==> config.mk <==
export PLATFORM = sky130hd
export DESIGN_NAME = meas_wr_arbiter
export DESIGN_NICKNAME = d
export VERILOG_FILES = /design/src/rtl/meas_wr_arbiter.sv
export SDC_FILE = /design/constraint.sdc
export NUM_CORES = 1
export LEC_CHECK = 0
export CELL_PAD_IN_SITES_DETAIL_PLACEMENT = 0
export CELL_PAD_IN_SITES_GLOBAL_PLACEMENT = 1
export CORE_MARGIN = 2
export CORE_UTILIZATION = 41
export CTS_CLUSTER_DIAMETER = 60
export CTS_CLUSTER_SIZE = 28
export DETAILED_ROUTE_END_ITERATION = 8
export PLACE_DENSITY = 0.9
export SLEW_MARGIN = 40
export SYNTH_ARGS = -nofsm -noshare
export SYNTH_HDL_FRONTEND = slang
export SYNTH_SLANG_ARGS = --single-unit
==> constraint.sdc <==
create_clock -name clk_i -period 8.9 [get_ports clk_i]
set_input_delay 2.67 -clock clk_i [delete_from_list [all_inputs] [get_ports clk_i]]
set_output_delay 2.67 -clock clk_i [all_outputs]
set_load 0.1 [all_outputs]
==> src/rtl/meas_wr_arbiter.sv <==
`default_nettype none
// ============================================================================
// Module   : meas_wr_arbiter
// Brief    : Collects per-channel measure results into holding registers and
//            serialises them round-robin onto one valid/ready write port,
//            flagging and counting results overwritten before forwarding.
// Revision : 1.0 - initial release
// ============================================================================
module meas_wr_arbiter #(
    parameter int CHANNELS   = 5,
    parameter int DATA_WIDTH = 64,
    parameter int CHAN_WIDTH = $clog2(CHANNELS)
) (
    input  logic                           clk_i,
    input  logic                           rst_n_i,
    input  logic [CHANNELS-1:0]            raw_wr_en_i,
    input  logic [CHANNELS*DATA_WIDTH-1:0] raw_wr_data_i,
    input  logic                           reg_wr_rdy_i,
    input  logic                           ovf_clr_i,
    output logic                           reg_wr_vld_o,
    output logic [DATA_WIDTH-1:0]          reg_wr_data_o,
    output logic [CHAN_WIDTH-1:0]          reg_wr_chan_o,
    output logic [CHANNELS-1:0]            ovf_o,
    output logic [15:0]                    ovf_cnt_o
);

    localparam int c_EVT_W = $clog2(CHANNELS + 1);

    logic [CHANNELS*DATA_WIDTH-1:0] w_hold_flat;
    logic [CHANNELS-1:0]            r_pend;
    logic [CHAN_WIDTH-1:0]          r_ptr;
    logic                           r_vld;
    logic [DATA_WIDTH-1:0]          r_data;
    logic [CHAN_WIDTH-1:0]          r_chan;
    logic [CHANNELS-1:0]            r_ovf;
    logic [15:0]                    r_ovf_cnt;

    logic                           w_free;
    logic                           w_gnt_any;
    logic [CHAN_WIDTH-1:0]          w_gnt_idx;
    logic                           w_grant;
    logic [CHANNELS-1:0]            w_gnt_oh;
    logic [CHANNELS-1:0]            w_ovr;
    logic [c_EVT_W-1:0]             w_evt_cnt;
    logic [16:0]                    w_cnt_sum;
    logic [DATA_WIDTH-1:0]          w_gnt_data;

    // Channel index addition modulo CHANNELS (CHANNELS need not be a power of two)
    function automatic logic [CHAN_WIDTH-1:0] wrap_add(
        input logic [CHAN_WIDTH-1:0] base,
        input int                    off
    );
        logic [CHAN_WIDTH:0] s;
        s = {1'b0, base} + (CHAN_WIDTH+1)'(off);
        if (s >= (CHAN_WIDTH+1)'(CHANNELS))
            s = s - (CHAN_WIDTH+1)'(CHANNELS);
        return s[CHAN_WIDTH-1:0];
    endfunction

    assign w_free = ~r_vld | reg_wr_rdy_i;

    // Scan from the farthest offset down so the nearest pending channel wins
    always_comb begin
        w_gnt_any = 1'b0;
        w_gnt_idx = '0;
        for (int i = CHANNELS - 1; i >= 0; i--) begin
            if (r_pend[wrap_add(r_ptr, i)]) begin
                w_gnt_any = 1'b1;
                w_gnt_idx = wrap_add(r_ptr, i);
            end
        end
    end

    assign w_grant    = w_free & w_gnt_any;
    assign w_gnt_oh   = w_grant ? (CHANNELS'(1) << w_gnt_idx) : '0;
    assign w_gnt_data = w_hold_flat[w_gnt_idx*DATA_WIDTH +: DATA_WIDTH];

    // A strobe on a still-pending channel loses the old word unless it is leaving this cycle
    assign w_ovr = raw_wr_en_i & r_pend & ~w_gnt_oh;

    always_comb begin
        w_evt_cnt = '0;
        for (int k = 0; k < CHANNELS; k++)
            w_evt_cnt = w_evt_cnt + c_EVT_W'(w_ovr[k]);
    end

    assign w_cnt_sum = {1'b0, r_ovf_cnt} + 17'(w_evt_cnt);

    generate
        for (genvar k = 0; k < CHANNELS; k++) begin : g_chan
            logic [DATA_WIDTH-1:0] r_hold;

            always_ff @(posedge clk_i or negedge rst_n_i) begin
                if (!rst_n_i)
                    r_hold <= '0;
                else if (raw_wr_en_i[k])
                    r_hold <= raw_wr_data_i[k*DATA_WIDTH +: DATA_WIDTH];
            end

            assign w_hold_flat[k*DATA_WIDTH +: DATA_WIDTH] = r_hold;
        end
    endgenerate

    always_ff @(posedge clk_i or negedge rst_n_i) begin
        if (!rst_n_i)
            r_pend <= '0;
        else
            r_pend <= raw_wr_en_i | (r_pend & ~w_gnt_oh);
    end

    always_ff @(posedge clk_i or negedge rst_n_i) begin
        if (!rst_n_i) begin
            r_vld  <= 1'b0;
            r_data <= '0;
            r_chan <= '0;
            r_ptr  <= '0;
        end else if (w_free) begin
            r_vld <= w_gnt_any;
            if (w_gnt_any) begin
                r_data <= w_gnt_data;
                r_chan <= w_gnt_idx;
                r_ptr  <= wrap_add(w_gnt_idx, 1);
            end
        end
    end

    // New overruns take precedence over a simultaneous clear
    always_ff @(posedge clk_i or negedge rst_n_i) begin
        if (!rst_n_i) begin
            r_ovf     <= '0;
            r_ovf_cnt <= '0;
        end else if (ovf_clr_i) begin
            r_ovf     <= w_ovr;
            r_ovf_cnt <= 16'(w_evt_cnt);
        end else begin
            r_ovf     <= r_ovf | w_ovr;
            r_ovf_cnt <= w_cnt_sum[16] ? 16'hFFFF : w_cnt_sum[15:0];
        end
    end

    assign reg_wr_vld_o  = r_vld;
    assign reg_wr_data_o = r_data;
    assign reg_wr_chan_o = r_chan;
    assign ovf_o         = r_ovf;
    assign ovf_cnt_o     = r_ovf_cnt;

endmodule
`default_nettype wire
# == Yosys cells after proc, flatten, opt, wreduce, memory -nomap -nowiden ==
# Index checks and enable logic that the tools add are counted.
# Widths: inputs -> output; s select.
# classes
n_mux,30
div_mod_pow,0
eq_ne,0
n_shift,2
order_cmp,11
mul,0
n_addsub,16
n_reduce_logical,1
bitwise_logic,9
# op_table
cell,count
$shiftx 320x10->64,1
$mux 3,11
$mux 16,2
$ge 4x3->1 const B,5
$lt 3x4->1 const B,5
$sub 3x3->3 const B,6
$add 16x3->17,1
$and 5x5->5,3
$bmux 1 s3,5
$mux 1,10
$mux 5,2
$or 5x5->5,2
$add 3x1->4 const B,2
$add 3x2->4 const B,2
$add 3x1->3,2
$not 5->5,1
$shl 1x3->5 const A,1
$add 3x3->4 const B,1
$add 2x1->3,1
$ge 3x3->1 const B,1
$add 1x1->2,1
$reduce_and 2->1,1
$and 1x1->1,1
$not 1->1,1
$or 1x1->1,1
# word_totals
register_bits,417
input_bits,329
latch_bits,0
n_memories,0
mem_bits_ro,0
ram_bits,0

# == Depth between registers and ports, before layout ==
# Gate-level depths: netlist of run 1.
# depth
word_depth,21
mapped_depth,31
depth_no_buf,26

# == Worst setup path after synthesis of run 1 ==
# No wires, ideal clock.
# synth_timing
kind,reg2reg
from,register r_ptr[1]
to,register r_ovf_cnt[10] (netlist: ovf_cnt_o[10])
path_stages_with_launch,30
n_path_buf,6
setup_ns,0.078
synth_period_minus_slack_ns,6.693
slack_ns,2.207
arrival_ns,6.615
cell_sequence,dfrtp_1 clkbuf_1 inv_1 ha_1 and3b_1 a211o_1 and3_1 o221a_2 or3_1 buf_2 a311o_1 and2_1 buf_6 clkinv_4 buf_12 buf_8 o211ai_1 fa_1 fa_1 inv_1 ha_1 inv_1 fa_1 inv_1 a21oi_1 nor3b_1 nand2_1 or3_1 clkbuf_1 a21oi_1
# synth_via
elab_chain_cells,21
word_cells_on_any_way,51
classes_between,14 x add/sub; 5 x order compare; 1 x shift; 28 x mux; 3 x bitwise
# synth_lines
item,line_no,source
start: declaration,31,logic [CHAN_WIDTH-1:0] r_ptr;
start signal: assignment,122,"r_ptr <= wrap_add(w_gnt_idx, 1);"
$add 3x3->4,54,"s = {1'b0, base} + (CHAN_WIDTH+1)'(off);"
$ge 4x3->1 or $sub 3x3->3 (tied branches),"55, 56",
$mux 3,55,if (s >= (CHAN_WIDTH+1)'(CHANNELS))
$bmux 1 s3,67,"if (r_pend[wrap_add(r_ptr, i)]) begin"
$mux 1 (implied by the code),67,
$mux 3 or $mux 1 (tied branches) (5 in series),67,
$shl 1x3->5 or $and 1x1->1 (tied branches),"75, 74",
$mux 5 (*),75,assign w_gnt_oh = w_grant ? (CHANNELS'(1) << w_gnt_idx) : '0;
$not 5->5 (*),79,assign w_ovr = raw_wr_en_i & r_pend & ~w_gnt_oh;
$and 5x5->5 (*),79,
$add 1x1->2,84,w_evt_cnt = w_evt_cnt + c_EVT_W'(w_ovr[k]);
$add 2x1->3,84,
$add 3x1->3,84,
$add 3x1->3 (*),84,
$add 16x3->17 (*),87,"assign w_cnt_sum = {1'b0, r_ovf_cnt} + 17'(w_evt_cnt);"
$mux 16 (*),137,r_ovf_cnt <= w_cnt_sum[16] ? 16'hFFFF : w_cnt_sum[15:0];
$mux 16 (*),132,end else if (ovf_clr_i) begin
end signal: assignment,134,r_ovf_cnt <= 16'(w_evt_cnt);
end signal: assignment,137,
end: declaration,36,logic [15:0] r_ovf_cnt;
# Every way passes the cells marked *; elsewhere a longest branch is shown, timed or not. The select of a mux whose other input is x is not followed.
# A chain may end at the register's enable or synchronous reset.

# == Worst setup path in the final report of run 1 ==
# layout_timing
from,register r_ptr[2]
to,register r_ovf_cnt[2] (netlist: ovf_cnt_o[2])
# layout_via
elab_chain_cells,21
word_cells_on_any_way,51
classes_between,14 x add/sub; 5 x order compare; 1 x shift; 28 x mux; 3 x bitwise
# layout_lines
item,line_no
$add 3x3->4,54
$ge 4x3->1 or $sub 3x3->3 (tied branches),"55, 56"
$mux 3,55
$bmux 1 s3,67
$mux 1 (implied by the code),67
$mux 3 or $mux 1 (tied branches) (5 in series),67
$shl 1x3->5 or $and 1x1->1 (tied branches),"75, 74"
$mux 5 (*),75
$not 5->5 (*),79
$and 5x5->5 (*),79
$add 1x1->2,84
$add 2x1->3,84
$add 3x1->3,84
$add 3x1->3 (*),84
$add 16x3->17,87
$mux 16,137
$mux 16 (*),132
# Marks and branches as above.

==> results of run 1 <==
==> cell usage after synthesis (6+ instances only) <==
cell / number
ha_1: 16
o221ai_1: 48
a22oi_2: 10
a22oi_1: 58
buf_12: 6
nand2b_1: 9
mux2_2: 322
nand2_1: 23
xnor2_1: 10
a21oi_1: 20
buf_4: 7
o221ai_2: 17
o211ai_1: 6
o21ai_0: 16
nor3_1: 6
inv_1: 22
clkbuf_1: 57
nor2b_1: 10
mux2i_1: 131
dfrtp_1: 417
buf_2: 12
nand3_1: 8
nor2_1: 32
==> metal layers <==
layer / routed length (µm) / part of all wire / track usage / vias up
met3: 3190 / 0.058 / 0.0505 / 107
met5: 15 / 0.00027 / 0 / -
met2: 27100 / 0.49 / 0.379 / 403
met1: 22800 / 0.42 / 0.292 / 6851
li1: - / - / - / 5859
met4: 1890 / 0.034 / 0.0939 / 2
==> worst max-delay path: stages (launching register included) <==
cell and delay, ns:
dfrtp_1 0.71, inv_1 0.32, ha_1 0.44, a21oi_1 0.15, or3_1 0.33, a2111oi_0 0.74, nor2_1 0.08, a311o_1 0.35
and2_1 0.28, inv_8 0.33, o211ai_1 0.21, fa_1 0.61, fa_1 0.45, inv_1 0.08, ha_1 0.16, inv_1 0.05
fa_1 0.40, inv_1 0.07, a21oi_1 0.09, nor3b_1 0.36, nand2_1 0.16, or3_1 0.61, nand2_1 0.12, mux2_2 0.15
==> metrics by stage <==
stage	utilization	area [µm²]	setup slack, ns	hold slack, ns	std cells
6_report	0.538	24500	1.55	0.494	2386
5_1_grt	0.538	24500	1.09	0.517	2383
4_1_cts	0.537	24500	1.63	0.498	2376
3_5_place_dp	0.509	23200	1.57	0.481	2309
3_3_place_gp	0.516	23500	1.64	0.475	2306
2_1_floorplan	-	19000	2.21	0.474	1364
==> power breakdown <==
group	internal [µW]	leakage, µW	switching, µW
clock network	898	0.000624	807
registers	2250	0.00494	216
logic	1940	0.00494	3740
==> cell families (layout without fill, tap and decap cells) <==
logic type	after synthesis	count (layout)	synth area share
buf+inv	117	530	0.0343
xor+xnor	14	14	0.00646
other cells	0	9	0
fa+ha+maj	20	20	0.0148
flops	417	417	0.550
compound gates	224	224	0.0996
simple gates	114	114	0.0304
mux	458	458	0.265
==> final cells by class <==
class                           instances  area (µm²)
Inverter                               24        97.6
Tap cell                              600         751
Clock buffer                           44        1020
Clock inverter                         23         263
Sequential cell                       417       10400
Multi-Input combinational cell        830        7930
Antenna cell                            9        22.5
Timing Repair Buffer                  439        4000
Fill cell                            3835       21100
==> path summary, 6_finish.rpt <==
kind / to / slack, ns / cells past startpoint
worst max-delay path: ovf_cnt_o[2] / 1.55 / 23
worst min-delay path: reg_wr_chan_o[0] / 0.49 / 2
worst max register to register: ovf_cnt_o[2] / 1.55 / 23
worst min register to register: reg_wr_chan_o[0] / 0.49 / 2
max in group asynchronous: g_chan[4].r_hold[11] / 5.64 / 3
min in group asynchronous: g_chan[3].r_hold[56] / 1.99 / 1
==> registers in the layout (all words and copies together) (netlist names) <==
name           flops
ovf_o              5
reg_wr_chan_o      3
reg_wr_data_o     64
reg_wr_vld_o       1
ovf_cnt_o         16
g_chan.r_hold    320
r_pend             5
r_ptr              3
==> impl_metrics.csv, run 1 <==
group,metric,value,unit
status,status,"finished clean",
yosys,synth_top_cells_by_area,"dfrtp_1, mux2_2, mux2i_1",
yosys,yosysSeqAreaShare,0.550,
sta,report.final.hold_viol_count,0,
global_routing,grt_max_degree,133,
clock_network,holdBufCountCts,0,
sta,skew,0.0175,ns
place,io_buffers,417,
yosys,ys_warn_count,0,
worst_hold_path,min-delay-start,"reg_wr_chan_o[0]",
sta,slew_viol_final,0,
final_layout,drive_gt1_frac,0.308,
sta,finalSetupViolCount,0,
final_layout,layout_common_cells,"dfrtp_1, mux2_2, clkdlybuf4s50_1",
clock_network,clockRootBuffer,"clkbuf_16",
yosys,synth_top_area_share,0.550,
clock_network,worstSkewPairLatency,0.56,ns
die,initial_core_util,0.417,
yosys,synth_cell_types,72,
global_routing,grt_usage,0.229,
critical_path,cp_data_required_time,9.39,ns
critical_path,path_class,"reg2reg",
sta,relSlewSlack,0.411,
power,p_leak,0.0105,µW
routing,num_vias,13200,
yosys,synthArstFlopShare,1.00,
routing,drtIter0Drc,863,
clock_network,cts_resized,0,
final_layout,layout_commonest_cell,"dfrtp_1",
routing,drt-total-wl,55000,µm
die,ios,418,
yosys,synth_seq_cells,417,
place,gp_congestion,0.856,
final_layout,area_delta_synth_final,29.2,%
sta,fin_setup_tns,0,ns
clock_network,clk_path_buf_depth,3,
yosys,avgSynthCellArea,13.9,µm²
critical_path,cp_max_fo,37,
die,die-height,219,µm
clock_network,numCtsBuffers,37,
die,coreArea,45600,µm²
critical_path,startpoint_type,"flop",
sta,worst_pin_slew,0.884,ns
yosys,netlist_area,19000,µm²
die,die_area,48000,µm²
yosys,synth_flop_cell,"dfrtp_1",
final_layout,nNetsFinal,2098,
routing,drc,0,
sta,fmax,136,MHz
routing,final_antenna_net_count,0,
yosys,synth_nets,1713,
run,max_cap_viol_count,0,
yosys,netlist_instances,1364,
yosys,synth_top_cell_by_area,"dfrtp_1",
power,p_per_area,402,nW/µm²
clock_network,htree_levels,2,
routing,dr.pass1.iters,5,
yosys,synth_edf_count,0,
global_routing,grt_antenna_before_repair,7,
critical_path,crit_path_end_kind,"flop",
global_routing,grt_pass1_wl,84000,µm
power,vdd.ir_drop.worst,463,µV
power,totalPowerFinal,9850,µW
clock_network,post-cts-setup-buffers,0,
sta,period_needed,7.35,ns
worst_hold_path,hold_class,"reg2reg",
clock_network,cts_num_sinks,417,
critical_path,crit_start,"r_ptr[2]",
place,hpwl,37200,µm
sta,period_share,0.826,
clock_network,clk_pin_slew,0.08,ns
global_routing,first_global_vias,14300,
critical_path,arrival,7.84,ns
die,row_count,78,
critical_path,rr_startpoint,"r_ptr[2]",
global_routing,grt.overflow.total,0,
routing,drt-vias-per-instance,5.54,
sta,rsz0062_at_grt,"false",
routing,wl_per_cell,23.0,µm
die,die_w,219,µm
clock_network,cts_tree,"done",
(Power assumes the default switching activity.)
==> run 2: changes to the inputs <==
==> constraint.sdc (replaced) <==
create_clock -name clk_i -period 7.5 [get_ports clk_i]
set_input_delay 2.25 -clock clk_i [delete_from_list [all_inputs] [get_ports clk_i]]
set_output_delay 2.25 -clock clk_i [all_outputs]
set_load 0.1 [all_outputs]
==> impl_metrics.csv, run 2 (synthesized netlist as in run 1, its figures left out) <==
group,metric,value,unit
place,gp_congestion,0.827,
global_routing,grt_usage,0.230,
worst_hold_path,whs_path_depth,2,
routing,dr.pass1.iters,5,
final_layout,regMostFlops,"g_chan.r_hold",
power,p_leak,0.0105,µW
global_routing,grt_max_degree,140,
worst_hold_path,min-delay-start,"g_chan[4].r_hold[63]",
sta,fin_setup_tns,0,ns
clock_network,cts_num_sinks,417,
final_layout,area_delta_synth_final,28.8,%
clock_network,clk_path_buf_depth,3,
critical_path,r2r_end,"ovf_cnt_o[2]",
critical_path,r2r_slack,0.66,ns
die,coreArea,45600,µm²
critical_path,cp_max_fo,13,
routing,num_vias,13200,
routing,final_antenna_net_count,0,
final_layout,finalNonFillerCells,2390,
sta,period_share,0.912,
power,vdd.ir_drop.worst,1200,µV
routing,wl_per_cell,23.2,µm
clock_network,worstSkewPairLatency,0.57,ns
place,post-place-ws,0.613,ns
power,p_per_area,479,nW/µm²
clock_network,holdBufCountCts,0,
critical_path,crit_path_end_kind,"flop",
die,ios,418,
place,hpwl,37200,µm
final_layout,layout_common_cells,"dfrtp_1, mux2_2, clkdlybuf4s50_1",
sta,fmax,146,MHz
clock_network,clockRootBuffer,"clkbuf_16",
global_routing,grt_antenna_before_repair,13,
clock_network,htree_levels,2,
die,row_count,78,
routing,drt-vias-per-instance,5.54,
sta,finalSetupViolCount,0,
die,die_w,219,µm
place,post-place-cells,2313,
worst_hold_path,hold_end,"reg_wr_data_o[63]",
global_routing,grt_pass1_wl,84100,µm
global_routing,grt.overflow.total,0,
status,status,"finished clean",
critical_path,startpoint_type,"flop",
critical_path,path_class,"reg2reg",
final_layout,layout_commonest_cell,"dfrtp_1",
sta,skew,0.0348,ns
sta,period_needed,6.84,ns
die,die_area,48000,µm²
sta,worst_pin_slew,0.822,ns
sta,report.final.hold_viol_count,0,
die,initial_core_util,0.417,
clock_network,numCtsBuffers,35,
sta,finalWorstSetupSlack,0.657,ns
place,io_buffers,417,
run,max_cap_viol_count,0,
routing,drc,0,
clock_network,cts_tree,"done",
critical_path,rr_startpoint,"r_ptr[1]",
power,totalPowerFinal,11700,µW
final_layout,nNetsFinal,2099,
final_layout,drive_gt1_frac,0.308,
critical_path,arrival,7.33,ns
sta,relSlewSlack,0.452,
sta,slew_viol_final,0,
critical_path,cp_data_required_time,7.99,ns
sta,rsz0062_at_grt,"false",
final_layout,utilization,0.536,
routing,drt-total-wl,55400,µm
routing,drtIter0Drc,824,
global_routing,first_global_vias,14200,
final_layout,largest_register_ffs,320,
critical_path,worst_r2r_path_depth,25,
worst_hold_path,hold_class,"reg2reg",
die,die-height,219,µm
clock_network,clk_pin_slew,0.08,ns
==> run 2: changes by cell type in the layout (fill, tap and decap cells not counted), sizes merged <==
cell	delta
diode	+6
clkbuf	-5
buf	+3
inv	+2
bufinv	-1
clkinvlp	-1
==> run 2: power breakdown <==
part           internal [µW]  total, µW  switching (µW)
Combinational           2360       6810            4450
Sequential              2670       2930             257
Clock                    978       1960             982
==> run 2: worst max-delay path by stage <==
stage / cells past startpoint / slack, ns / startpoint / endpoint
after global routing: 27 / 0.12 / r_ptr[0] / ovf_cnt_o[2]
final: 25 / 0.66 / r_ptr[1] / ovf_cnt_o[2]
after floorplan: 29 / 0.81 / r_ptr[1] / ovf_cnt_o[10]
after detailed placement: 18 / 0.61 / reg_wr_rdy_i / ovf_cnt_o[2]
after global placement: 18 / 0.68 / reg_wr_rdy_i / ovf_cnt_o[2]
after CTS: 25 / 0.62 / r_ptr[2] / ovf_cnt_o[2]
==> run 2: through the flow <==
stage	hold WS, ns	instance area, µm²
after detailed placement	0.484	23200
after floorplan	0.474	19000
after global placement	0.473	23600
after CTS	0.501	24400
after global routing	0.517	24400
final	0.500	24400
==> run 2: worst max-delay path: stages, from the launching register on <==
cell     delay (ns)
dfrtp_1        0.42
buf_4          0.18
ha_1           0.32
nor2b_1        0.21
a211o_1        0.35
and3_1         0.20
o221a_2        0.26
or3_1          0.48
a311o_1        0.31
and2_1         0.28
ha_1           0.23
a31oi_1        0.19
nand2_1        0.13
fa_1           0.56
fa_1           0.44
inv_1          0.07
ha_1           0.17
inv_1          0.06
fa_1           0.39
inv_1          0.07
a21oi_1        0.08
nor3b_1        0.33
nand2_1        0.15
or3_1          0.61
nand2_1        0.13
mux2_2         0.15
==> run 2: layout make-up <==
cell class | count | area (µm²)
fillers | 3773 | 21100
flip-flops and latches | 417 | 10400
multi-input cells | 830 | 7930
repair buffers | 442 | 3970
clock buffers | 39 | 933
well taps | 600 | 751
clock inverters | 23 | 295
inverters | 24 | 97.6
diodes | 15 | 37.5
==> run 2: timing repair <==
item                                    CTS  global route
endpoints found under the setup margin    0             5
gates resized for setup                   0             1
setup buffers                             0             0
==> run 2: routing by layer <==
metal | part of all wire | up-vias | wire length (µm) | track usage
met2 | 0.49 | 380 | 27000 | 0.375
met5 | 0.00061 | - | 34 | 0
met1 | 0.42 | 6866 | 23100 | 0.298
met3 | 0.059 | 112 | 3260 | 0.0488
li1 | - | 5877 | - | -
met4 | 0.037 | 6 | 2030 | 0.0984
==> run 3: changes to the inputs <==
--- a/config.mk
+++ b/config.mk
@@ -5,6 +5,7 @@
 export SDC_FILE = /design/constraint.sdc
 export NUM_CORES = 1
 export LEC_CHECK = 0
+export CAP_MARGIN = 10
 export CELL_PAD_IN_SITES_DETAIL_PLACEMENT = 0
 export CELL_PAD_IN_SITES_GLOBAL_PLACEMENT = 1
 export CORE_MARGIN = 2
==> constraint.sdc (replaced) <==
create_clock -name clk_i -period 7.5 [get_ports clk_i]
set_input_delay 1.875 -clock clk_i [delete_from_list [all_inputs] [get_ports clk_i]]
set_output_delay 1.875 -clock clk_i [all_outputs]
set_load 0.005 [all_outputs]
==> impl_metrics.csv, run 3 (synthesized netlist as in run 1, its figures left out) <==
group,metric,value,unit
place,io_buffers,417,
routing,wl_per_cell,23.3,µm
critical_path,crit_family,"simple AND/OR/NAND/NOR gates",
global_routing,grt_pass1_wl,84400,µm
global_routing,grt_usage,0.231,
final_layout,largest_register_ffs,320,
die,ios,418,
clock_network,worstSkewPairLatency,0.57,ns
sta,finalSetupViolCount,0,
routing,drtIter0Drc,859,
routing,drc,0,
routing,dr.pass1.iters,5,
power,p_leak,0.0105,µW
routing,num_vias,13300,
power,intPower,6290,µW
routing,final_antenna_net_count,0,
die,row_count,78,
clock_network,numCtsBuffers,37,
critical_path,worst_r2r_path_depth,25,
power,clkPwrFrac,0.196,
routing,drt-total-wl,55700,µm
clock_network,cts_num_sinks,417,
critical_path,crit_path_end_kind,"flop",
sta,worst_pin_slew,0.826,ns
power,p_sw,4290,µW
place,gp_congestion,0.867,
final_layout,final_area,25000,µm²
routing,drt-vias-per-instance,5.59,
final_layout,layout_common_cells,"dfrtp_1, clkdlybuf4s50_1, mux2_2",
clock_network,clk_pin_slew,0.07,ns
die,coreArea,45600,µm²
die,initial_core_util,0.417,
sta,period_needed,7.01,ns
sta,fin_setup_tns,0,ns
critical_path,cp_common_cell,"nand2_1",
global_routing,first_global_vias,14400,
final_layout,n_fill_cell,3789,
final_layout,nNetsFinal,2100,
clock_network,holdBufCountCts,0,
sta,slew_viol_final,0,
final_layout,drive_gt1_frac,0.259,
global_routing,grt.overflow.total,0,
critical_path,critPathSlowestCell,"or3_1",
power,seq_power_share,0.278,
worst_hold_path,hold_class,"reg2reg",
status,status,"finished clean",
clock_network,cts_tree,"done",
critical_path,r2r_end,"ovf_cnt_o[2]",
final_layout,layout_commonest_cell,"dfrtp_1",
sta,period_share,0.934,
place,hpwl,37200,µm
sta,relSlewSlack,0.449,
critical_path,r2r_slack,0.49,ns
critical_path,max_stage_delay,0.61,ns
clock_network,post-cts-setup-buffers,0,
final_layout,area_delta_synth_final,31.7,%
die,die_w,219,µm
final_layout,register_area,10400,µm²
critical_path,cp_max_fo,29,
sta,report.final.hold_viol_count,0,
final_layout,utilization,0.549,
clock_network,cts_resized,0,
clock_network,clk_path_buf_depth,3,
worst_hold_path,whs_path_depth,2,
critical_path,arrival,7.50,ns
final_layout,multiInputGateArea,7930,µm²
clock_network,clockRootBuffer,"clkbuf_16",
sta,rsz0062_at_grt,"false",
sta,fmax,143,MHz
global_routing,grt_antenna_before_repair,12,
power,power_frac_comb,0.527,
power,swShare,0.405,
critical_path,startpoint_type,"flop",
power,vdd.ir_drop.worst,857,µV
worst_hold_path,min-delay-start,"reg_wr_chan_o[1]",
power,p_per_area,423,nW/µm²
sta,skew,0.0270,ns
critical_path,path_class,"reg2reg",
critical_path,cp_num_buf_inv,4,
critical_path,cp_data_required_time,7.99,ns
clock_network,htree_levels,2,
final_layout,regMostFlops,"g_chan.r_hold",
global_routing,grt_max_degree,110,
die,die-height,219,µm
run,max_cap_viol_count,0,
worst_hold_path,hold_end,"reg_wr_chan_o[1]",
place,place_area,23700,µm²
die,die_area,48000,µm²
critical_path,rr_startpoint,"r_ptr[0]",
[run 3: layout make-up]
type | count | share of cell area
clock inverters | 25 | 0.0144
diodes | 11 | 0.00110
inverters | 24 | 0.00390
repair buffers | 441 | 0.178
clock buffers | 40 | 0.0387
flip-flops and latches | 417 | 0.417
multi-input cells | 830 | 0.317
well taps | 600 | 0.0300
[run 3: how the worst max path moves through the flow]
stage | cells after the start | start | to | slack [ns]
6_report | 25 | r_ptr[0] | ovf_cnt_o[2] | 0.49
5_1_grt | 25 | r_ptr[0] | ovf_cnt_o[2] | 0.01
4_1_cts | 25 | r_ptr[0] | ovf_cnt_o[2] | 0.50
3_5_place_dp | 25 | r_ptr[0] | ovf_cnt_o[2] | 0.53
3_3_place_gp | 25 | r_ptr[0] | ovf_cnt_o[2] | 0.69
2_1_floorplan | 29 | r_ptr[1] | ovf_cnt_o[10] | 0.85
[run 3: worst min-delay path: stages, from the launching register on]
cell	delay, ns
dfrtp_1	0.36
nand2_1	0.06
nand2_1	0.06
[run 3: routing by layer]
layer | routed length, µm | up-vias | global-route usage | share of wire
met5 | 39 | - | 0 | 0.00070
met3 | 3620 | 137 | 0.0525 | 0.065
met2 | 27200 | 450 | 0.381 | 0.49
li1 | - | 5856 | - | -
met4 | 2400 | 6 | 0.111 | 0.043
met1 | 22400 | 6893 | 0.288 | 0.40
[run 3: power by group through the flow]
| stage | combinational, µW | clock (µW) | sequential, µW |
|---|---|---|---|
| 2_1_floorplan | 4180 | 0 | 2910 |
| 3_3_place_gp | 5490 | 0 | 2960 |
| 3_5_place_dp | 5580 | 0 | 2970 |
| 4_1_cts | 5610 | 2120 | 2930 |
| 5_1_grt | 5990 | 2210 | 2990 |
| 6_report | 5570 | 2070 | 2940 |
[run 3: stage by stage]
step | hold WS (ns) | std cells | total power [µW] | worst slack (ns)
2_1_floorplan | 0.471 | 1364 | 7090 | 0.849
3_3_place_gp | 0.476 | 2309 | 8450 | 0.689
3_5_place_dp | 0.488 | 2312 | 8560 | 0.533
4_1_cts | 0.505 | 2377 | 10700 | 0.502
5_1_grt | 0.517 | 2385 | 11200 | 0.0123
6_report | 0.506 | 2388 | 10600 | 0.493
